===== config.mk =====
export PLATFORM = sky130hd
export DESIGN_NAME = amba3_axi_rd_arbiter_flat
export DESIGN_NICKNAME = d
export VERILOG_FILES = /design/src/rtl/amba3_axi_rd_arbiter_if.sv /design/src/rtl/amba3_axi_rd_arbiter.sv /design/src/flat_wrapper.sv
export SDC_FILE = /design/constraint.sdc
export NUM_CORES = 1
export LEC_CHECK = 0
export ABC_AREA = 1
export CAP_MARGIN = 0
export CORE_AREA = 2 2 147 149
export CTS_BUF_LIST = sky130_fd_sc_hd__clkbuf_8
export DETAILED_ROUTE_END_ITERATION = 10
export DIE_AREA = 0 0 149 151
export SLEW_MARGIN = 30
export SYNTH_ARGS = -nofsm -noshare
export SYNTH_HDL_FRONTEND = slang
export SYNTH_SLANG_ARGS = --single-unit

===== constraint.sdc =====
create_clock -name aclk -period 7.2 [get_ports aclk]
set_input_delay 1.44 -clock aclk [delete_from_list [all_inputs] [get_ports aclk]]
set_output_delay 1.44 -clock aclk [all_outputs]
set_load 0.005 [all_outputs]

===== src/rtl/amba3_axi_rd_arbiter_if.sv =====
// Bus bundle for the AXI3 read arbiter: the upstream AR/R ports of all
// masters plus the single downstream AR/R port.
//   slave  : arbiter view (accepts upstream requests, drives downstream)
//   master : environment view (drives upstream requests, acts as the slave port)
interface amba3_axi_rd_arbiter_if #(
  parameter int NUM_M     = 4,
  parameter int TXID_SIZE = 4,
  parameter int ADDR_SIZE = 32,
  parameter int DATA_SIZE = 32
);
  localparam int IDX_W = $clog2(NUM_M);
  localparam int MID_W = TXID_SIZE + IDX_W;

  // upstream side
  logic [NUM_M*TXID_SIZE-1:0] s_arid;
  logic [NUM_M*ADDR_SIZE-1:0] s_araddr;
  logic [NUM_M*18-1:0]        s_arinfo;
  logic [NUM_M-1:0]           s_arvalid;
  logic [NUM_M-1:0]           s_arready;
  logic [TXID_SIZE-1:0]       s_rid;
  logic [DATA_SIZE-1:0]       s_rdata;
  logic [1:0]                 s_rresp;
  logic                       s_rlast;
  logic [NUM_M-1:0]           s_rvalid;
  logic [NUM_M-1:0]           s_rready;

  // downstream side
  logic [MID_W-1:0]           m_arid;
  logic [ADDR_SIZE-1:0]       m_araddr;
  logic [17:0]                m_arinfo;
  logic                       m_arvalid;
  logic                       m_arready;
  logic [MID_W-1:0]           m_rid;
  logic [DATA_SIZE-1:0]       m_rdata;
  logic [1:0]                 m_rresp;
  logic                       m_rlast;
  logic                       m_rvalid;
  logic                       m_rready;

  modport slave (
    input  s_arid, s_araddr, s_arinfo, s_arvalid, s_rready,
    input  m_arready, m_rid, m_rdata, m_rresp, m_rlast, m_rvalid,
    output s_arready, s_rid, s_rdata, s_rresp, s_rlast, s_rvalid,
    output m_arid, m_araddr, m_arinfo, m_arvalid, m_rready
  );

  modport master (
    output s_arid, s_araddr, s_arinfo, s_arvalid, s_rready,
    output m_arready, m_rid, m_rdata, m_rresp, m_rlast, m_rvalid,
    input  s_arready, s_rid, s_rdata, s_rresp, s_rlast, s_rvalid,
    input  m_arid, m_araddr, m_arinfo, m_arvalid, m_rready
  );
endinterface


===== src/rtl/amba3_axi_rd_arbiter.sv =====
// AXI3 read-port arbiter: NUM_M masters share one AR/R port.
// AR: round-robin grant into a single registered output stage, master index
// prepended to ARID. R: beats routed back by the upper RID bits; beats with
// an out-of-range index are sunk and flagged in err_rid (sticky).
// Optional: AMBA3_AXI_RD_ARB_LOCKED_EN -- a LOCKED (lock==2'b10) grant pins
// arbitration to its master until that master issues a non-locked request.

// Per-master outstanding-burst counter. Simultaneous inc/dec cancel.
module amba3_axi_rd_arbiter_cnt #(
  parameter int CNT_W = 3
) (
  input  logic             aclk,
  input  logic             areset,
  input  logic             i_inc,
  input  logic             i_dec,
  output logic [CNT_W-1:0] o_cnt
);
  logic [CNT_W-1:0] r_cnt;

  // count AR handshakes up, last R beats down
  always_ff @(posedge aclk or posedge areset) begin
    if (areset)                              r_cnt <= '0;
    else if (i_inc && !i_dec)                r_cnt <= r_cnt + 1'b1;
    else if (!i_inc && i_dec && r_cnt != '0) r_cnt <= r_cnt - 1'b1;
  end

  assign o_cnt = r_cnt;
endmodule

module amba3_axi_rd_arbiter #(
  parameter int NUM_M     = 4,
  parameter int TXID_SIZE = 4,
  parameter int ADDR_SIZE = 32,
  parameter int DATA_SIZE = 32,
  parameter int MAX_OUTST = 4
) (
  input  logic                  aclk,
  input  logic                  areset,
  amba3_axi_rd_arbiter_if.slave bus,
  output logic                  err_rid
);
  localparam int IDX_W = $clog2(NUM_M);
  localparam int MID_W = TXID_SIZE + IDX_W;
  localparam int CNT_W = $clog2(MAX_OUTST + 1);
  localparam logic [CNT_W-1:0] CNT_MAX = CNT_W'(MAX_OUTST);

  // output stage
  logic                          r_arvalid;
  logic [MID_W-1:0]              r_arid;
  logic [ADDR_SIZE-1:0]          r_araddr;
  logic [17:0]                   r_arinfo;
  logic [IDX_W-1:0]              r_rr;
  logic                          r_err_rid;

  logic [NUM_M-1:0][CNT_W-1:0]   w_cnt;
  logic [NUM_M-1:0]              w_elig;
  logic [NUM_M-1:0]              w_inc;
  logic [NUM_M-1:0]              w_dec;
  logic [IDX_W-1:0]              w_win;
  logic [IDX_W-1:0]              w_rr_nxt;
  logic                          w_any;
  logic                          w_load;
  logic [TXID_SIZE-1:0]          w_sel_id;
  logic [ADDR_SIZE-1:0]          w_sel_addr;
  logic [17:0]                   w_sel_info;
  logic [IDX_W-1:0]              w_k;
  logic                          w_kok;
  logic                          w_rready;
  logic                          w_rlast_hs;

`ifdef AMBA3_AXI_RD_ARB_LOCKED_EN
  logic                          r_lock_active;
  logic [IDX_W-1:0]              r_lock_owner;
`endif

  // eligibility: valid request and room for another outstanding burst
  always_comb begin
    w_elig = '0;
    for (int i = 0; i < NUM_M; i++) begin
      w_elig[i] = bus.s_arvalid[i] && (w_cnt[i] < CNT_MAX);
`ifdef AMBA3_AXI_RD_ARB_LOCKED_EN
      if (r_lock_active && (r_lock_owner != IDX_W'(i))) w_elig[i] = 1'b0;
`endif
    end
  end

  // round-robin search starting at r_rr; first eligible index wins
  always_comb begin
    int j;
    j     = 0;
    w_win = r_rr;
    w_any = 1'b0;
    for (int off = 0; off < NUM_M; off++) begin
      j = int'(r_rr) + off;
      if (j >= NUM_M) j = j - NUM_M;
      if (!w_any && w_elig[IDX_W'(j)]) begin
        w_any = 1'b1;
        w_win = IDX_W'(j);
      end
    end
  end

  assign w_load   = (!r_arvalid || bus.m_arready) && w_any;
  assign w_rr_nxt = (w_win == IDX_W'(NUM_M - 1)) ? '0 : w_win + 1'b1;

  // winner payload mux and one-hot ready back to the winner only
  always_comb begin
    w_sel_id      = '0;
    w_sel_addr    = '0;
    w_sel_info    = '0;
    bus.s_arready = '0;
    w_inc         = '0;
    for (int i = 0; i < NUM_M; i++) begin
      if (w_win == IDX_W'(i)) begin
        w_sel_id   = bus.s_arid[i*TXID_SIZE +: TXID_SIZE];
        w_sel_addr = bus.s_araddr[i*ADDR_SIZE +: ADDR_SIZE];
        w_sel_info = bus.s_arinfo[i*18 +: 18];
        w_inc[i]   = w_load;
        // reset must kill the ready path immediately, not at the next edge
        bus.s_arready[i] = w_load && !areset;
      end
    end
  end

  // output register: load on grant, drop valid on drain, hold under stall
  always_ff @(posedge aclk or posedge areset) begin
    if (areset) begin
      r_arvalid <= 1'b0;
      r_arid    <= '0;
      r_araddr  <= '0;
      r_arinfo  <= '0;
      r_rr      <= '0;
    end else if (w_load) begin
      r_arvalid <= 1'b1;
      r_arid    <= {w_win, w_sel_id};
      r_araddr  <= w_sel_addr;
      r_arinfo  <= w_sel_info;
      r_rr      <= w_rr_nxt;
    end else if (bus.m_arready) begin
      r_arvalid <= 1'b0;
    end
  end

`ifdef AMBA3_AXI_RD_ARB_LOCKED_EN
  // lock tracking: a LOCKED grant pins arbitration to its master
  always_ff @(posedge aclk or posedge areset) begin
    if (areset) begin
      r_lock_active <= 1'b0;
      r_lock_owner  <= '0;
    end else if (w_load) begin
      if (w_sel_info[8:7] == 2'b10) begin
        r_lock_active <= 1'b1;
        r_lock_owner  <= w_win;
      end else if (r_lock_active && (w_win == r_lock_owner)) begin
        r_lock_active <= 1'b0;
      end
    end
  end
`endif

  assign bus.m_arvalid = r_arvalid;
  assign bus.m_arid    = r_arid;
  assign bus.m_araddr  = r_araddr;
  assign bus.m_arinfo  = r_arinfo;

  // R routing: index in the top RID bits selects the owning master
  assign w_k = bus.m_rid[MID_W-1:TXID_SIZE];

  generate
    if ((1 << IDX_W) == NUM_M) begin : g_kfull
      assign w_kok = 1'b1;
    end else begin : g_kchk
      assign w_kok = (w_k < IDX_W'(NUM_M));
    end
  endgenerate

  // steer valid to the owner, take its ready; unknown index is sunk
  always_comb begin
    bus.s_rvalid = '0;
    w_rready     = !w_kok;
    for (int i = 0; i < NUM_M; i++) begin
      if (w_kok && (w_k == IDX_W'(i))) begin
        bus.s_rvalid[i] = bus.m_rvalid;
        w_rready        = bus.s_rready[i];
      end
    end
  end

  assign bus.m_rready = w_rready;
  assign bus.s_rid    = bus.m_rid[TXID_SIZE-1:0];
  assign bus.s_rdata  = bus.m_rdata;
  assign bus.s_rresp  = bus.m_rresp;
  assign bus.s_rlast  = bus.m_rlast;

  assign w_rlast_hs = bus.m_rvalid && w_rready && bus.m_rlast;

  // burst completion decrements the owner's counter
  always_comb begin
    w_dec = '0;
    for (int i = 0; i < NUM_M; i++)
      w_dec[i] = w_rlast_hs && w_kok && (w_k == IDX_W'(i));
  end

  amba3_axi_rd_arbiter_cnt #(.CNT_W(CNT_W)) u_cnt [NUM_M-1:0] (
    .aclk   (aclk),
    .areset (areset),
    .i_inc  (w_inc),
    .i_dec  (w_dec),
    .o_cnt  (w_cnt)
  );

  // sticky flag for R beats carrying an index no master owns
  always_ff @(posedge aclk or posedge areset) begin
    if (areset)                      r_err_rid <= 1'b0;
    else if (bus.m_rvalid && !w_kok) r_err_rid <= 1'b1;
  end

  assign err_rid = r_err_rid;
endmodule

===== src/flat_wrapper.sv =====
// flat-port wrapper written by rule: the top's interface ports become plain ports
module amba3_axi_rd_arbiter_flat 
#(
  parameter int NUM_M     = 4,
  parameter int TXID_SIZE = 4,
  parameter int ADDR_SIZE = 32,
  parameter int DATA_SIZE = 32,
  parameter int MAX_OUTST = 4
)
  (aclk, areset, err_rid, bus_s_arid, bus_s_araddr, bus_s_arinfo, bus_s_arvalid, bus_s_rready, bus_m_arready, bus_m_rid, bus_m_rdata, bus_m_rresp, bus_m_rlast, bus_m_rvalid, bus_s_arready, bus_s_rid, bus_s_rdata, bus_s_rresp, bus_s_rlast, bus_s_rvalid, bus_m_arid, bus_m_araddr, bus_m_arinfo, bus_m_arvalid, bus_m_rready);
  amba3_axi_rd_arbiter_if #(.NUM_M(NUM_M), .TXID_SIZE(TXID_SIZE), .ADDR_SIZE(ADDR_SIZE), .DATA_SIZE(DATA_SIZE)) bus_i ();
  input  logic aclk;
  input  logic areset;
  output logic err_rid;
  input wire logic [$bits(bus_i.s_arid)-1:0] bus_s_arid;
  input wire logic [$bits(bus_i.s_araddr)-1:0] bus_s_araddr;
  input wire logic [$bits(bus_i.s_arinfo)-1:0] bus_s_arinfo;
  input wire logic [$bits(bus_i.s_arvalid)-1:0] bus_s_arvalid;
  input wire logic [$bits(bus_i.s_rready)-1:0] bus_s_rready;
  input wire logic [$bits(bus_i.m_arready)-1:0] bus_m_arready;
  input wire logic [$bits(bus_i.m_rid)-1:0] bus_m_rid;
  input wire logic [$bits(bus_i.m_rdata)-1:0] bus_m_rdata;
  input wire logic [$bits(bus_i.m_rresp)-1:0] bus_m_rresp;
  input wire logic [$bits(bus_i.m_rlast)-1:0] bus_m_rlast;
  input wire logic [$bits(bus_i.m_rvalid)-1:0] bus_m_rvalid;
  output wire logic [$bits(bus_i.s_arready)-1:0] bus_s_arready;
  output wire logic [$bits(bus_i.s_rid)-1:0] bus_s_rid;
  output wire logic [$bits(bus_i.s_rdata)-1:0] bus_s_rdata;
  output wire logic [$bits(bus_i.s_rresp)-1:0] bus_s_rresp;
  output wire logic [$bits(bus_i.s_rlast)-1:0] bus_s_rlast;
  output wire logic [$bits(bus_i.s_rvalid)-1:0] bus_s_rvalid;
  output wire logic [$bits(bus_i.m_arid)-1:0] bus_m_arid;
  output wire logic [$bits(bus_i.m_araddr)-1:0] bus_m_araddr;
  output wire logic [$bits(bus_i.m_arinfo)-1:0] bus_m_arinfo;
  output wire logic [$bits(bus_i.m_arvalid)-1:0] bus_m_arvalid;
  output wire logic [$bits(bus_i.m_rready)-1:0] bus_m_rready;
  assign bus_i.s_arid = bus_s_arid;
  assign bus_i.s_araddr = bus_s_araddr;
  assign bus_i.s_arinfo = bus_s_arinfo;
  assign bus_i.s_arvalid = bus_s_arvalid;
  assign bus_i.s_rready = bus_s_rready;
  assign bus_i.m_arready = bus_m_arready;
  assign bus_i.m_rid = bus_m_rid;
  assign bus_i.m_rdata = bus_m_rdata;
  assign bus_i.m_rresp = bus_m_rresp;
  assign bus_i.m_rlast = bus_m_rlast;
  assign bus_i.m_rvalid = bus_m_rvalid;
  assign bus_s_arready = bus_i.s_arready;
  assign bus_s_rid = bus_i.s_rid;
  assign bus_s_rdata = bus_i.s_rdata;
  assign bus_s_rresp = bus_i.s_rresp;
  assign bus_s_rlast = bus_i.s_rlast;
  assign bus_s_rvalid = bus_i.s_rvalid;
  assign bus_m_arid = bus_i.m_arid;
  assign bus_m_araddr = bus_i.m_araddr;
  assign bus_m_arinfo = bus_i.m_arinfo;
  assign bus_m_arvalid = bus_i.m_arvalid;
  assign bus_m_rready = bus_i.m_rready;
  amba3_axi_rd_arbiter #(.NUM_M(NUM_M), .TXID_SIZE(TXID_SIZE), .ADDR_SIZE(ADDR_SIZE), .DATA_SIZE(DATA_SIZE), .MAX_OUTST(MAX_OUTST)) u_core (.aclk(aclk), .areset(areset), .bus(bus_i), .err_rid(err_rid));
endmodule

==> results_dict.tcl, run 1 <==
set metrics [dict create \
    cts-resized-gates 0 \
    grt_max_degree 63 \
    cts-htree-levels 3 \
    yosysUniqueCellTypes 29 \
    setup_tns_ps 0 \
    critPathRequiredTime_ps 5760 \
    syn_nets 1060 \
    crit_cells 13 \
    clock.fmax_mhz 184 \
    synth-seq-cells 71 \
    status "complete, no violations" \
    synth-compound-area-share 0.226 \
    ys_seq_area_frac 0.333 \
    ant_nets 0 \
    die_h_microns 151 \
    synth_mux_area_frac 0 \
    start_util 0.256 \
    final_core_util 0.400 \
    grt_pass1_wl_mm 31.3 \
    vias_per_cell 4.62 \
    cp_slowest_stage_delay_ps 510 \
    hp-class "reg -> reg" \
    die-area_sq_um 22500 \
    area_delta_synth_final_pct 55.9 \
    end_kind "output pin" \
    cts_tree "built" \
    io_buffers 297 \
    start_kind "input pin" \
    cts_root_buf "clkbuf_8" \
    synthSimpleGateAreaFrac 0.272 \
    final_layout_size_suffix_gt1_frac 0.0673 \
    path_clk_slew_ps 80 \
    synth_xor_area_frac 0.00656 \
    dp_hpwl_mm 14.9 \
    routabilityCongestion 0.786 \
    worst_r2r_path_depth 17 \
    syn_inst 783 \
    cp_slowest_cell "clkdlybuf4s50_1" \
    num_vias 5945 \
    maxSlewViolCount 0 \
    core_sq_um 20800 \
    clk_latency_ps 360 \
    reg2reg_slack_ps 2780 \
    io-pin-count 375 \
    synth_top_family_by_area "simple AND/OR/NAND/NOR gates" \
    crit_chain "clkdlybuf4s50_1 -> nand3_1 -> nand2_1 -> nand2_1 -> nand2_2 -> nor2_4 -> nand3_1 -> nand2_1 -> xor2_1 -> ha_2 -> nand3_1 -> nor2_1 -> clkdlybuf4s50_1" \
    grt_pass1_vias 5697 \
    first_pass_iters 5 \
    worstHoldPathCells 2 \
    setup_viol 0 \
    antenna_found_initial 0 \
    avgSynthCellArea_sq_um 6.82 \
    hold_ws_ps 487 \
    crit_type "in -> out" \
    cts_sinks 71 \
    cp-endpoint "bus_s_arready[2]" \
    r2r-end "u_core.bus.m_arinfo[7]" \
    nets 1282 \
    route.detailed.drc 0 \
    rows 53 \
    synth_warnings 0 \
    r2r_start "u_core.r_rr[0]" \
    wl_mm 21.0 \
    critical_path.startpoint "bus_s_arvalid[2]" \
    tightestPinTransition_ps 764 \
    critPathBufInv 2 \
    gr-total-overflow 0 \
    rsz0062_at_grt "false" \
    drt_iter0_drc 264 \
    period_needed_ps 5430 \
    crit_family "simple AND/OR/NAND/NOR gates" \
    maxCapViolations 0 \
    cts-hold-fix-buffers 0 \
    hold_violations 0 \
    skew_ps 7.04 \
    post_cts_buffers 0 \
    synthAdderAreaFrac 0.0244 \
    clockBufferDepth 2 \
    grtUsageTotal 0.180 \
    crit_arrival_ps 3990 \
    min_period_over_period 0.754 \
    avgRoutedWirePerCell_microns 16.3 \
    netlist_area_sq_um 5340 \
    cts_made_buffers 9 \
    slew_headroom 0.490 \
    critical_path.max_fanout 5 \
    dieWidth_microns 149 \
]
## registers in the layout, indices dropped and copies added, names as in the netlist
name                  flops
u_core.bus.m_arid         6
u_core.bus.m_araddr      32
u_core.u_cnt.o_cnt       12
u_core.r_rr               2
u_core.bus.m_arinfo      18
u_core.bus.m_arvalid      1
## worst min-delay path by stage
stage	from	endpoint	slack, ps
detailed placement	u_core.bus.m_araddr[31]	u_core.bus.m_araddr[31]	470
global route	u_core.bus.m_araddr[22]	u_core.bus.m_araddr[22]	510
global placement	u_core.bus.m_arinfo[1]	u_core.bus.m_arinfo[1]	460
finish	u_core.bus.m_arinfo[9]	u_core.bus.m_arinfo[9]	490
CTS	u_core.bus.m_arinfo[9]	u_core.bus.m_arinfo[9]	490
floorplan	u_core.bus.m_arid[5]	u_core.bus.m_arid[5]	470
## kinds of logic after synthesis
logic type / Yosys count
buffers and inverters: 132
adder cells (fa/ha/maj): 8
XOR/XNOR: 4
AND/OR/NAND/NOR: 342
AO/OA/AOI/OAI: 225
other: 1
flip-flops: 71
## tightest hold or removal path, delay by kind of cell (launching register included)
| family | cells | cell delay, ps |
|---|---|---|
| AOI/OAI and AO/OA | 1 | 50 |
| and+or+nand+nor | 1 | 70 |
| DFF | 1 | 350 |
## synth_stat cells
cell      count  area (sq um)
nand2_2       9          56.3
o21ai_0     144           721
nor3_1        2          10.0
buf_8         2          30.0
buf_6         7          78.8
buf_4        41           308
inv_2         6          22.5
clkbuf_1     23          86.3
o21ai_1       5          25.0
clkbuf_4      1          7.51
nor2_1       17          63.8
nand2_1     220           826
buf_2         3          15.0
nor2_4        1          11.3
fa_1          4          80.1
conb_1        1          3.75
xnor2_1       1          8.76
nand2_4       1          11.3
xor2_1        3          26.3
nand3_2       1          10.0
nand4_1       6          37.5
a21oi_1      54           270
dfrtp_1      71          1780
ha_1          4          50.1
nand3_1      85           425
buf_1        16          60.1
o21ai_2      22           193
inv_4         1          6.26
inv_1        32           120
## placed cells by master (no fill, tap or decap), drive strengths merged
cell type      synthesis  layout
ha                     4       4
bufinv                 0       1
clkbuf                24       9
a21oi                 54      54
inv                   39      37
conb                   1       1
diode                  0       1
o21ai                171     171
nand3                 86      86
nor3                   2       2
nand2                230     230
nor2                  18      18
xnor2                  1       1
xor2                   3       3
dfrtp                 71      71
clkdlybuf4s50          0     297
fa                     4       4
clkinv                 0       8
nand4                  6       6
buf                   69       7
## metrics by stage
| step | setup slack [ps] | cell area [sq um] | instances |
|---|---|---|---|
| finish | 1770 | 8330 | 1286 |
| CTS | 1770 | 8320 | 1285 |
| global placement | 1640 | 8130 | 1269 |
| global route | 1510 | 8320 | 1285 |
| detailed placement | 1560 | 8140 | 1269 |
| floorplan | 2830 | 5340 | 783 |
## cell type report
class                      count  area (sq um)
antenna                        1          2.50
clock buffer                   9           124
clock inverter                 7          63.8
fill                        2221         12500
inverter                      39           153
multi-input combinational    580          2840
sequential                    71          1780
tap                          275           344
timing repair buffer         304          3030
## metal layers
metal	vias to the layer above	GRT usage	wire length, microns
met2	236	0.319	10400
met4	0	0.0762	505
met5	-	0	0
li1	3007	-	-
met1	2654	0.213	8440
met3	48	0.0343	1590
Power of run 1 is left out: the tool's default activity adds up to more than one toggle a clock period on the data nets, which glitch-free logic cannot reach.
==> run 2, diff against run 1 <==
==> constraint.sdc (replaced) <==
create_clock -name aclk -period 5 [get_ports aclk]
set_input_delay 1 -clock aclk [delete_from_list [all_inputs] [get_ports aclk]]
set_output_delay 1 -clock aclk [all_outputs]
set_load 0.005 [all_outputs]
==> run 2 against run 1 <==
  * Count of clock-buffer cells in the layout up 1
  * Sequential share of layout area down 0.32 points
  * First-iteration DRC count increased by 15%
  * Clock skew is 3.5 ps higher
  * Global-route usage fell by 0.37 points
  * Worst hold slack got worse by 3.6 ps
  * Non-clock buffer count grew 5
  * Register-to-register slack worse by 1200 ps
  * Via count unchanged
  * Flip-flop and latch count stayed put
  * Largest cell class unchanged
  * Highest routed layer unchanged
==> results_dict.tcl, run 2 (synthesis gave the netlist of run 1 again) <==
set metrics [dict create \
    status "complete, no violations" \
    rsz0062_at_grt "false" \
    maxSlewViolCount 0 \
    crit_type "in -> out" \
    setup_viol 0 \
    grt_max_degree 73 \
    final_cell_mix "clkdlybuf4s50_1, nand2_1, o21ai_0, nand3_1, dfrtp_1" \
    io-pin-count 375 \
    stdcell_count 1289 \
    cts_root_buf "clkbuf_8" \
    cts_tree "built" \
    drt_iter0_drc 303 \
    cts-htree-levels 3 \
    cts_sinks 71 \
    cp_slowest_stage_delay_ps 530 \
    cp_slowest_cell "clkdlybuf4s50_1" \
    final_common_cell "clkdlybuf4s50_1" \
    setup_tns_ps 0 \
    clock.fmax_mhz 219 \
    post_cts_buffers 0 \
    vias_per_cell 4.61 \
    cts_made_buffers 9 \
    grt_pass1_vias 5627 \
    path_common_cell "nand2_1" \
    period_needed_ps 4560 \
    grt_pass1_wl_mm 30.8 \
    rows 53 \
    path_clk_slew_ps 80 \
    cts-hold-fix-buffers 0 \
    start_util 0.256 \
    min_period_over_period 0.912 \
    critPathRequiredTime_ps 4000 \
    die-area_sq_um 22500 \
    placed_cells 1274 \
    hold_violations 0 \
    crit_family "buffers and inverters" \
    critPathBufInv 3 \
    die_h_microns 151 \
    dieWidth_microns 149 \
    end_kind "output pin" \
    r2r_start "u_core.r_rr[0]" \
    gr-total-overflow 0 \
    largest_register_ffs 32 \
    diodes 0 \
    area_delta_synth_final_pct 58.3 \
    io_buffers 297 \
    grtUsageTotal 0.177 \
    crit_chain "clkdlybuf4s50_1 -> nand3_1 -> nand2_1 -> nand2_1 -> nand2_2 -> nand3_1 -> o21ai_0 -> nand2_1 -> nand2_1 -> nand2_1 -> inv_1 -> ha_2 -> nand3_1 -> nor2_1 -> clkdlybuf4s50_1" \
    final_layout_size_suffix_gt1_frac 0.0710 \
    dp_hpwl_mm 15.0 \
    first_pass_iters 4 \
    route.detailed.drc 0 \
    maxCapViolations 0 \
    tightestPinTransition_ps 726 \
    avgRoutedWirePerCell_microns 16.0 \
    nets 1287 \
    wl_mm 20.6 \
    start_kind "input pin" \
    cts-resized-gates 0 \
    antenna_found_initial 0 \
    ant_nets 0 \
    skew_ps 10.5 \
    critical_path.max_fanout 4 \
    core_sq_um 20800 \
    clk_latency_ps 360 \
    clockBufferDepth 2 \
    routabilityCongestion 0.811 \
    hp-class "reg -> reg" \
    slew_headroom 0.516 \
    hp-start "u_core.bus.m_arinfo[16]" \
    crit_arrival_ps 3560 \
    num_vias 5945 \
    critical_path.startpoint "bus_s_arvalid[2]" \
]
-- run 2: worst register-to-register path, delay by kind of cell (launching register included) --
kind | cells | cell delay [ps]
DFF | 1 | 550
buffers and inverters | 3 | 880
xor gates and xnor gates | 1 | 340
adders and majority gates | 1 | 270
AOI/OAI and AO/OA | 4 | 460
and+or+nand+nor | 9 | 800
-- run 2: path summary, 6_finish.rpt --
check                                           end  slack (ps)  depth (start not counted)
hold / removal              u_core.bus.m_arinfo[16]         480                          2
setup / recovery                   bus_s_arready[1]         440                         15
hold reg to reg             u_core.bus.m_arinfo[16]         480                          2
setup reg to reg            u_core.bus.m_arinfo[10]        1620                         18
max in group asynchronous      u_core.bus.m_arid[0]        3020                          3
min in group asynchronous  u_core.u_cnt[0].o_cnt[2]        1190                          2
-- run 2: final cells by class --
cell class	instances	area (sq um)
clock buffer	10	138
clock inverter	5	106
fill	2171	12400
inverter	39	151
multi-input combinational	580	2840
sequential	71	1780
tap	275	344
timing repair buffer	309	3100
-- run 2: per-stage QoR --
stage / worst slack [ps] / hold slack, ps / utilization / area, sq um
global placement: 536 / 465 / 0.394 / 8210
finish: 438 / 483 / 0.406 / 8450
floorplan: 1510 / 472 / - / 5340
detailed placement: 460 / 467 / 0.394 / 8210
CTS: 452 / 487 / 0.406 / 8450
global route: 279 / 509 / 0.406 / 8450
-- run 2: per-layer routing --
metal  share of wire  vias to the layer above  track usage
met5               0                        -            0
met4           0.025                        0       0.0629
met3           0.074                       45       0.0449
met2            0.50                      211        0.312
met1            0.40                     2679        0.208
li1                -                     3010            -
Power of run 2 is left out for the same reason.
